--- src/rtl/shift_arb.sv ---
// shift_arb: two requesters (0 = EX pipe, 1 = multicycle/CSR path) share one
// shifter. Round-robin grant, registered operands, one-cycle result latency,
// back-to-back accept when the current result is taken in the same cycle.
//
// Ports:
//   clk, rst            core clock, async active-high reset
//   flush               drop any in-flight op, block accepts this cycle
//   req_valid/req_ready per-requester request handshake (bit i = requester i)
//   req_op*/w*/num*/cnt* per-requester op fields ({sra,srl,sll} one-hot)
//   resp_valid/ready    per-requester result handshake (one-hot on owner)
//   resp_data           shared result bus, qualified by resp_valid
//   busy                an op is held (RESP state)

// Shift datapath. W ops mask the count to 5 bits and shift the low word;
// the caller sign-extends the low 32 bits of the result.
module alu_shift #(
  parameter int XLEN = 64
) (
  input  logic [2:0]      op,
  input  logic            w,
  input  logic [XLEN-1:0] num,
  input  logic [5:0]      cnt,
  output logic [XLEN-1:0] out
);
  logic [5:0]      sh;
  logic [XLEN-1:0] srl_src, sra_src;

  always_comb begin
    sh      = w ? {1'b0, cnt[4:0]} : cnt;
    // right shifts of a W op must pull in zeros / bit 31, not the upper word
    srl_src = w ? {32'b0, num[31:0]} : num;
    sra_src = w ? {{32{num[31]}}, num[31:0]} : num;
    out     = '0;
    case (op)
      3'b001:  out = num << sh;
      3'b010:  out = srl_src >> sh;
      3'b100:  out = $signed(sra_src) >>> sh;
      default: out = '0;
    endcase
  end
endmodule

module shift_arb #(
  parameter int XLEN = 64
) (
  input  logic            clk,
  input  logic            rst,
  input  logic            flush,
  input  logic [1:0]      req_valid,
  output logic [1:0]      req_ready,
  input  logic [2:0]      req_op0,
  input  logic [2:0]      req_op1,
  input  logic            req_w0,
  input  logic            req_w1,
  input  logic [XLEN-1:0] req_num0,
  input  logic [XLEN-1:0] req_num1,
  input  logic [5:0]      req_cnt0,
  input  logic [5:0]      req_cnt1,
  output logic [1:0]      resp_valid,
  input  logic [1:0]      resp_ready,
  output logic [XLEN-1:0] resp_data,
  output logic            busy
);
  typedef enum logic {IDLE = 1'b0, RESP = 1'b1} state_t;

  state_t          state, state_d;
  logic            owner, rr_prio;
  logic [2:0]      op_q;
  logic            w_q;
  logic [XLEN-1:0] num_q, sh_out;
  logic [5:0]      cnt_q;

  logic            win, accept, sel, resp_hs;
  logic [1:0]      gnt;

  // current result leaves this cycle
  assign resp_hs = (state == RESP) && resp_ready[owner];

  always_comb begin
    win    = (state == IDLE) || resp_hs;
    gnt[0] = req_valid[0] && (!req_valid[1] || !rr_prio);
    gnt[1] = req_valid[1] && (!req_valid[0] ||  rr_prio);
    req_ready = (win && !flush) ? gnt : 2'b00;
    accept = |(req_valid & req_ready);
    sel    = req_ready[1];
  end

  always_comb begin
    state_d = state;
    if (flush)                 state_d = IDLE;
    else if (accept)           state_d = RESP;
    else if (resp_hs)          state_d = IDLE;
  end

  always_ff @(posedge clk or posedge rst) begin
    if (rst) begin
      state   <= IDLE;
      owner   <= 1'b0;
      rr_prio <= 1'b0;
      op_q    <= '0;
      w_q     <= 1'b0;
      num_q   <= '0;
      cnt_q   <= '0;
    end else begin
      state <= state_d;
      if (accept) begin
        owner   <= sel;
        rr_prio <= ~sel;
        op_q    <= sel ? req_op1  : req_op0;
        w_q     <= sel ? req_w1   : req_w0;
        num_q   <= sel ? req_num1 : req_num0;
        cnt_q   <= sel ? req_cnt1 : req_cnt0;
      end
    end
  end

  alu_shift #(.XLEN(XLEN)) u_shift (
    .op  (op_q),
    .w   (w_q),
    .num (num_q),
    .cnt (cnt_q),
    .out (sh_out)
  );

  // operands clear on reset with op_q = 000, so resp_data reads 0 then too
  assign resp_data  = w_q ? {{(XLEN-32){sh_out[31]}}, sh_out[31:0]} : sh_out;
  assign resp_valid = (state == RESP) ? (owner ? 2'b10 : 2'b01) : 2'b00;
  assign busy       = (state == RESP);
endmodule

--- config.mk ---
export PLATFORM = sky130hd
export DESIGN_NAME = shift_arb
export DESIGN_NICKNAME = d
export VERILOG_FILES = /design/src/rtl/shift_arb.sv
export SDC_FILE = /design/constraint.sdc
export NUM_CORES = 1
export LEC_CHECK = 0
export CAP_MARGIN = 20
export CORE_ASPECT_RATIO = 1.4
export CORE_MARGIN = 5
export CORE_UTILIZATION = 62
export DETAILED_ROUTE_END_ITERATION = 8
export GPL_TIMING_DRIVEN = 0
export PLACE_DENSITY_LB_ADDON = 0.2
export SLEW_MARGIN = 20
export SYNTH_ARGS = -nofsm -noshare
export SYNTH_HDL_FRONTEND = slang
export SYNTH_HIERARCHICAL = 1
export SYNTH_SLANG_ARGS = --single-unit
--- constraint.sdc ---
create_clock -name clk -period 6.3 [get_ports clk]
set_input_delay 0.945 -clock clk [delete_from_list [all_inputs] [get_ports clk]]
set_output_delay 0.945 -clock clk [all_outputs]
set_load 0.01 [all_outputs]
==> results of run 1 <==
==> cells by family after synthesis <==
kind of cell / count (synthesis) / share of synthesized area
simple gates: 403 / 0.119
mux: 326 / 0.343
flops: 77 / 0.121
compound gates: 657 / 0.326
buf+inv: 292 / 0.0904
==> stage by stage <==
| step | area, um^2 | cells | worst slack [ns] |
|---|---|---|---|
| 4_1_cts | 18900 | 2314 | 0.196 |
| 3_5_place_dp | 18600 | 2298 | 0.565 |
| 3_3_place_gp | 18600 | 2297 | 0.595 |
| 2_1_floorplan | 15900 | 1755 | 2.58 |
==> synth_stat cells, types with 14 or more instances <==
cell	count
mux2_2	54
o21ai_1	32
mux4_2	168
a21oi_1	91
nand2_1	135
nor3_1	16
buf_6	24
nor2_1	121
buf_4	24
o211ai_1	27
buf_2	45
o22ai_1	20
a31oi_1	28
mux2i_1	92
dfrtp_1	77
a2bb2oi_1	21
o32ai_1	81
and2_1	17
nand3_1	27
o21ai_0	80
inv_1	38
a211oi_1	30
a221oi_1	22
a221o_1	16
a2bb2oi_2	60
clkbuf_1	146
a22oi_1	20
nand2b_1	14
==> routing by layer <==
| layer | GRT usage | overflow |
|---|---|---|
| met2 | 0.859 | 21 |
| met4 | 0.699 | 21 |
| met3 | 0.638 | 2 |
| met5 | 0.322 | 0 |
| met1 | 0.664 | 0 |
==> flow_metrics.tcl, run 1 <==
set metrics [dict create \
    synth.distinct_cells 87 \
    clk_path_buf_depth 2 \
    dp_hpwl_mm 65.8 \
    grt_remaining_overflow 44 \
    place_congestion 1.60 \
    clock-sinks 77 \
    synth-warning-count 6 \
    synth-seq-area-share 0.121 \
    fp.dieW_um 145 \
    async_flop_share 1.00 \
    synth-seq-cells 77 \
    ctsResizeCount 0 \
    synth_edf_count 0 \
    cts_root_buf "clkbuf_16" \
    syn_nets 1910 \
    haltStage "global routing (5_1_grt)" \
    synthFlopType "dfrtp_1" \
    postCtsSetupRepairBufs 0 \
    h-tree-depth 3 \
    grt_pass1_vias 21946 \
    syn-cell-area_um2 15900 \
    row_count 69 \
    synth.area.top_cells "mux4_2 24%, dfrtp_1 12%, mux2i_1 5.8%" \
    synth_top_area_share 0.238 \
    die_h_um 200 \
    grt_start_max_net_pins 62 \
    yosys.area.top_type "mux4_2" \
    portBuffers 223 \
    syn_avg_cell_area_um2 9.07 \
    cts_made_buffers 9 \
    postSynthCellCount 1755 \
    initial_utilization 0.627 \
    status "did not finish" \
    pin_count 224 \
    error_line "[ERROR GRT-0116] Global routing finished with congestion. Check the congestion regions in the DRC Viewer." \
    grt_pass1_wl_mm 155 \
    grt_usage 0.709 \
    hold_buffers 0 \
]
==> inputs of run 2 (changes only) <==
--- a/config.mk
+++ b/config.mk
@@ -6,12 +6,11 @@
 export NUM_CORES = 1
 export LEC_CHECK = 0
 export CAP_MARGIN = 20
-export CORE_ASPECT_RATIO = 1.4
 export CORE_MARGIN = 5
-export CORE_UTILIZATION = 62
+export CORE_UTILIZATION = 40
 export DETAILED_ROUTE_END_ITERATION = 8
 export GPL_TIMING_DRIVEN = 0
-export PLACE_DENSITY_LB_ADDON = 0.2
+export PLACE_DENSITY_LB_ADDON = 0.15
 export SLEW_MARGIN = 20
 export SYNTH_ARGS = -nofsm -noshare
 export SYNTH_HDL_FRONTEND = slang
==> flow_metrics.tcl, run 2 <==
set metrics [dict create \
    grt_start_max_net_pins 60 \
    path_class "flip-flop to output port" \
    synth.most_common_cell "mux4_2" \
    cp_num_buf_inv 6 \
    syn_nets 1910 \
    clock-sinks 77 \
    synth-warning-count 6 \
    cts_root_buf "clkbuf_16" \
    grt-busiest-layer "met2" \
    skew_ns 0.0120 \
    fin_crit_ns 6.40 \
    cap_violations 0 \
    wire_per_inst_um 42.8 \
    power_mw 7.57 \
    h-tree-depth 3 \
    die_area_um2 43900 \
    max_freq_ghz 0.156 \
    cts_made_buffers 9 \
    synth_top_area_share 0.238 \
    maxSlewViolCount 0 \
    nNetsFinal 2146 \
    drt_iter0_markers 3900 \
    slowest_delay_ns 0.84 \
    row_count 73 \
    path_clk_slew_ns 0.07 \
    cp_top_family "buffers and inverters" \
    min_period_over_period 1.02 \
    routed_wl_mm 108 \
    synth.top_cells.by_count "168 x mux4_2, 146 x clkbuf_1, 135 x nand2_1" \
    hold_violations 0 \
    critPathSlowestCell "clkbuf_1" \
    required_ns 5.35 \
    arrival_ns 5.46 \
    synth_edf_count 0 \
    grt.met3_usage 0.167 \
    powerDensity_nw_per_um2 395 \
    leakagePower_nw 6.62 \
    yosys.area.top_type "mux4_2" \
    syn_avg_cell_area_um2 9.07 \
    synth-seq-area-share 0.121 \
    top_regs "num_q x64, cnt_q x6, op_q x3" \
    place_congestion 1.18 \
    final_common_cell "clkdlybuf4s50_1" \
    diodes 0 \
    grt_use_met1 0.579 \
    grt_remaining_overflow 0 \
    hold_path.class "flip-flop to flip-flop" \
    end_kind "output port" \
    finalSetupViolCount 3 \
    met2_usage 0.682 \
    worst_slack_ns -0.102 \
    largest_register_ffs 64 \
    syn-cell-area_um2 15900 \
    relSlewSlack 0.157 \
    core_area_um2 39500 \
    worstPathMaxFanout 10 \
    tightest_slew_ns 1.26 \
    dr_total_vias 19980 \
    dpl-instance-area_um2 18900 \
    avgViaCountPerCell 7.93 \
    clk_path_buf_depth 2 \
    synthFlopType "dfrtp_1" \
    pin_count 224 \
    hold_buffers 0 \
    dp_hpwl_mm 85.0 \
    grt_pass1_vias 18914 \
    top_register "num_q" \
    postCtsSetupRepairBufs 0 \
    portBuffers 223 \
    final_cell_mix "223 x clkdlybuf4s50_1, 168 x mux4_2, 143 x clkbuf_1, 135 x nand2_1, 121 x nor2_1" \
    status "complete, but fails checks" \
    grt_usage 0.470 \
    drtPass1Iterations 8 \
    grt_pass1_wl_mm 149 \
    postRouteAntennaNets 0 \
    worstPathCellList "inv_1 -> clkbuf_1 -> buf_2 -> clkbuf_1 -> nand2_1 -> a32oi_1 -> o21ai_0 -> o311ai_1 -> inv_1 -> o21ai_0 -> clkdlybuf4s50_1" \
    fin_cells 2521 \
    ir_drop_uv 274 \
    critPathLaunchType "flip-flop" \
    drive_gt1_frac 0.214 \
    initial_utilization 0.403 \
    dp.cells 2506 \
    fp.dieW_um 210 \
    synth.area.top_cells "mux4_2 24%, dfrtp_1 12%, mux2i_1 5.8%" \
    tns_ns -0.142 \
    synth.distinct_cells 87 \
    clock_latency_ns 0.36 \
    async_flop_share 1.00 \
    die_h_um 210 \
    cts_tree "done" \
    final_area_um2 19200 \
    area_growth_pct 20.5 \
    violations "negative setup slack" \
    drc 0 \
    postSynthCellCount 1755 \
    synth-seq-cells 77 \
    antenna_found_initial 4 \
]
## run 2: cell counts after synthesis
No cell type changed its count.
## run 2: final timing paths
check / startpoint / endpoint / slack (ns) / depth (start not counted)
min in group asynchronous: rst / num_q[49] / 0.88 / 2
max: cnt_q[3] / resp_data[50] / -0.10 / 11
max reg2reg: rr_prio / num_q[41] / 3.95 / 5
max in group asynchronous: rst / num_q[16] / 4.82 / 3
min: num_q[2] / num_q[2] / 0.56 / 1
min reg2reg: num_q[2] / num_q[2] / 0.56 / 1
## run 2: what timing repair did
item	4_1_cts	5_1_grt
gates resized for setup	2	3
endpoints found under the hold margin	0	0
endpoints found under the setup margin	32	16
gates cloned	0	0
## run 2: per-layer routing
metal	part of all wire	wire length, um
met1	0.35	37300
met2	0.40	43500
met3	0.15	16000
met4	0.10	11200
met5	0.00047	51
## run 2: worst reg2reg max path: stages, from the launching register on
cell and delay, ns:
dfrtp_1 0.42, nor2b_1 0.46, buf_2 0.37, clkbuf_1 0.57
o32ai_1 0.25, a2bb2oi_2 0.22
## run 2: logic make-up (layout without fill, tap and decap cells)
| logic type | Yosys count | count (layout) | share of synthesized area |
|---|---|---|---|
| simple gates | 403 | 403 | 0.119 |
| flops | 77 | 77 | 0.121 |
| compound gates | 657 | 657 | 0.326 |
| mux | 326 | 326 | 0.343 |
| buf+inv | 292 | 533 | 0.0904 |
## run 2: where the power goes
part	switching [mW]	leakage (nW)	internal (mW)
combinational	3.96	5.65	2.28
clock	0.239	0.141	0.277
sequential	0.222	0.834	0.598
total	4.42	6.62	3.16
## run 2: metrics by stage
stage	worst slack, ns	utilization	hold slack, ns
3_3_place_gp	0.0162	0.476	0.523
4_1_cts	0.0597	0.485	0.555
5_1_grt	-0.0108	0.485	0.576
2_1_floorplan	2.58	-	0.503
3_5_place_dp	0.0590	0.478	0.540
6_report	-0.102	0.485	0.563
## run 2: cell type report
type | count | area (um^2)
Fill cell | 3752 | 20400
Multi-Input combinational cell | 1386 | 12600
Timing Repair Buffer | 226 | 2270
Sequential cell | 77 | 1930
Buffer | 249 | 1290
Tap cell | 525 | 657
Clock buffer | 9 | 225
Inverter | 42 | 160
Clock inverter | 7 | 70.1
(Power assumes the default switching activity.)
==> inputs of run 3 (changes only) <==
--- a/config.mk
+++ b/config.mk
@@ -11,6 +11,7 @@
 export DETAILED_ROUTE_END_ITERATION = 8
 export GPL_TIMING_DRIVEN = 0
 export PLACE_DENSITY_LB_ADDON = 0.15
+export REMOVE_ABC_BUFFERS = 1
 export SLEW_MARGIN = 20
 export SYNTH_ARGS = -nofsm -noshare
 export SYNTH_HDL_FRONTEND = slang
==> flow_metrics.tcl, run 3 (synthesis gave the netlist of run 2 again) <==
set metrics [dict create \
    row_count 73 \
    top_regs "num_q x64, cnt_q x6, op_q x3" \
    powerDensity_nw_per_um2 358 \
    final_cell_mix "223 x clkdlybuf4s50_1, 168 x mux4_2, 131 x nand2_1, 116 x nor2_1, 92 x mux2i_1" \
    r2r_slack_ns 3.95 \
    fin_cells 2309 \
    cts_made_buffers 9 \
    drt_iter0_markers 2521 \
    grt_pass1_vias 16117 \
    maxSlewViolCount 0 \
    postRouteAntennaNets 0 \
    diodes 0 \
    startpoint "num_q[63]" \
    path_class "flip-flop to output port" \
    required_ns 5.35 \
    top_register "num_q" \
    h-tree-depth 3 \
    initial_utilization 0.403 \
    dp.cells 2293 \
    nFillCells 3773 \
    r2r-start "owner" \
    crit_end "resp_data[58]" \
    critPathLaunchType "flip-flop" \
    arrival_ns 5.12 \
    routed_wl_mm 76.5 \
    cts_tree "done" \
    skew_ns 0.00758 \
    dr_total_vias 17013 \
    core_area_um2 39500 \
    wire_per_inst_um 33.1 \
    path_clk_slew_ns 0.07 \
    power_mw 6.73 \
    portBuffers 223 \
    leakagePower_nw 6.40 \
    pin_count 224 \
    status "complete, no violations" \
    hold_violations 0 \
    end_kind "output port" \
    max_freq_ghz 0.165 \
    min_period_over_period 0.962 \
    rsz0062_at_grt "no" \
    drc 0 \
    clock-sinks 77 \
    r2r_cells 7 \
    hold_path.class "flip-flop to flip-flop" \
    multi_input_area_um2 12700 \
    avgViaCountPerCell 7.37 \
    final_common_cell "clkdlybuf4s50_1" \
    cts_root_buf "clkbuf_16" \
    nNetsFinal 1935 \
    critPathSlowestCell "dfrtp_1" \
    seq_area_um2 1950 \
    worstPathMaxFanout 32 \
    slowest_delay_ns 0.84 \
    ir_drop_uv 166 \
    die_area_um2 43900 \
    relSlewSlack 0.159 \
    clock_latency_ns 0.39 \
    clk_path_buf_depth 2 \
    place_congestion 1.03 \
    worstPathCellList "nor2b_2 -> nand2_1 -> nor2_2 -> nor2_1 -> a32oi_1 -> nand2_4 -> o21ai_0 -> clkdlybuf4s50_1" \
    dp_hpwl_mm 56.8 \
    grt_remaining_overflow 0 \
    tightest_slew_ns 1.26 \
    die_h_um 210 \
    grt_usage 0.334 \
    drive_gt1_frac 0.217 \
    fp.dieW_um 210 \
    grt_pass1_wl_mm 112 \
    reg2reg_to "num_q[5]" \
    cap_violations 0 \
    area_growth_pct 17.9 \
    antenna_found_initial 2 \
    grt_start_max_net_pins 75 \
    finalSetupViolCount 0 \
    holdWs_ns 0.630 \
    tns_ns 0 \
    fin_crit_ns 6.06 \
    fin_util 0.475 \
    largest_register_ffs 64 \
    drtPass1Iterations 6 \
]
## run 3: changes by cell type in the layout (fill, tap and decap cells not counted), moves of 4 or more
| cell | change |
|---|---|
| nand2_1 | -4 |
| clkbuf_1 | -143 |
| dfrtp_4 | +6 |
| buf_12 | +6 |
| nor2_1 | -5 |
| buf_1 | -9 |
| dfrtp_1 | -5 |
| buf_2 | -44 |
| buf_16 | +17 |
| buf_6 | -20 |
| buf_4 | -18 |
## run 3: cell type report
class,count,share of cell area
repair buffers,264,0.161
well taps,525,0.0350
multi-input cells,1386,0.675
inverters,42,0.00893
flip-flops and latches,77,0.104
clock buffers,10,0.0127
clock inverters,5,0.00320
## run 3: timing repair
| item | CTS | global route |
|---|---|---|
| cloned | 0 | 0 |
| hold buffers | 0 | 0 |
| buffers inserted | 0 | 1 |
| gates resized for setup | 2 | 2 |
| endpoints found under the setup margin | 32 | 18 |
## run 3: worst min path at each step
stage | startpoint | to | slack [ns] | depth (start not counted)
after global routing | rr_prio | rr_prio | 0.66 | 1
after CTS | rr_prio | rr_prio | 0.63 | 1
final | rr_prio | rr_prio | 0.63 | 1
after floorplan | rr_prio | rr_prio | 0.51 | 1
after detailed placement | rr_prio | rr_prio | 0.61 | 1
after global placement | rr_prio | rr_prio | 0.52 | 1
## run 3: layer usage
layer / vias up / GRT usage / wire [um]
li1: 7139 / - / -
met2: 1184 / 0.481 / 32700
met1: 8521 / 0.495 / 32300
met5: - / 0 / 20
met4: 2 / 0.122 / 3170
met3: 167 / 0.0703 / 8390
## run 3: critical path: cells and delay by family, from the launching register on
family,cells,cell delay [ns]
compound gates,2,0.80
flops,1,0.84
buf+inv,1,0.66
simple gates,5,2.40
## run 3: where the power goes
| part | switching [mW] | leakage, nW | total (mW) | internal [mW] |
|---|---|---|---|---|
| clock network | 0.243 | 0.145 | 0.559 | 0.316 |
| logic | 2.84 | 5.42 | 5.06 | 2.23 |
| registers | 0.507 | 0.832 | 1.10 | 0.598 |
| total | 3.59 | 6.40 | 6.73 | 3.14 |
## run 3: stage by stage
| stage | setup slack [ns] | instance area [um^2] |
|---|---|---|
| 6_report | 0.236 | 18800 |
| 5_1_grt | 0.172 | 18800 |
| 2_1_floorplan | -3.30 | 14600 |
| 3_3_place_gp | -7.03 | 17500 |
| 3_5_place_dp | -0.0392 | 18400 |
| 4_1_cts | 0.0181 | 18700 |
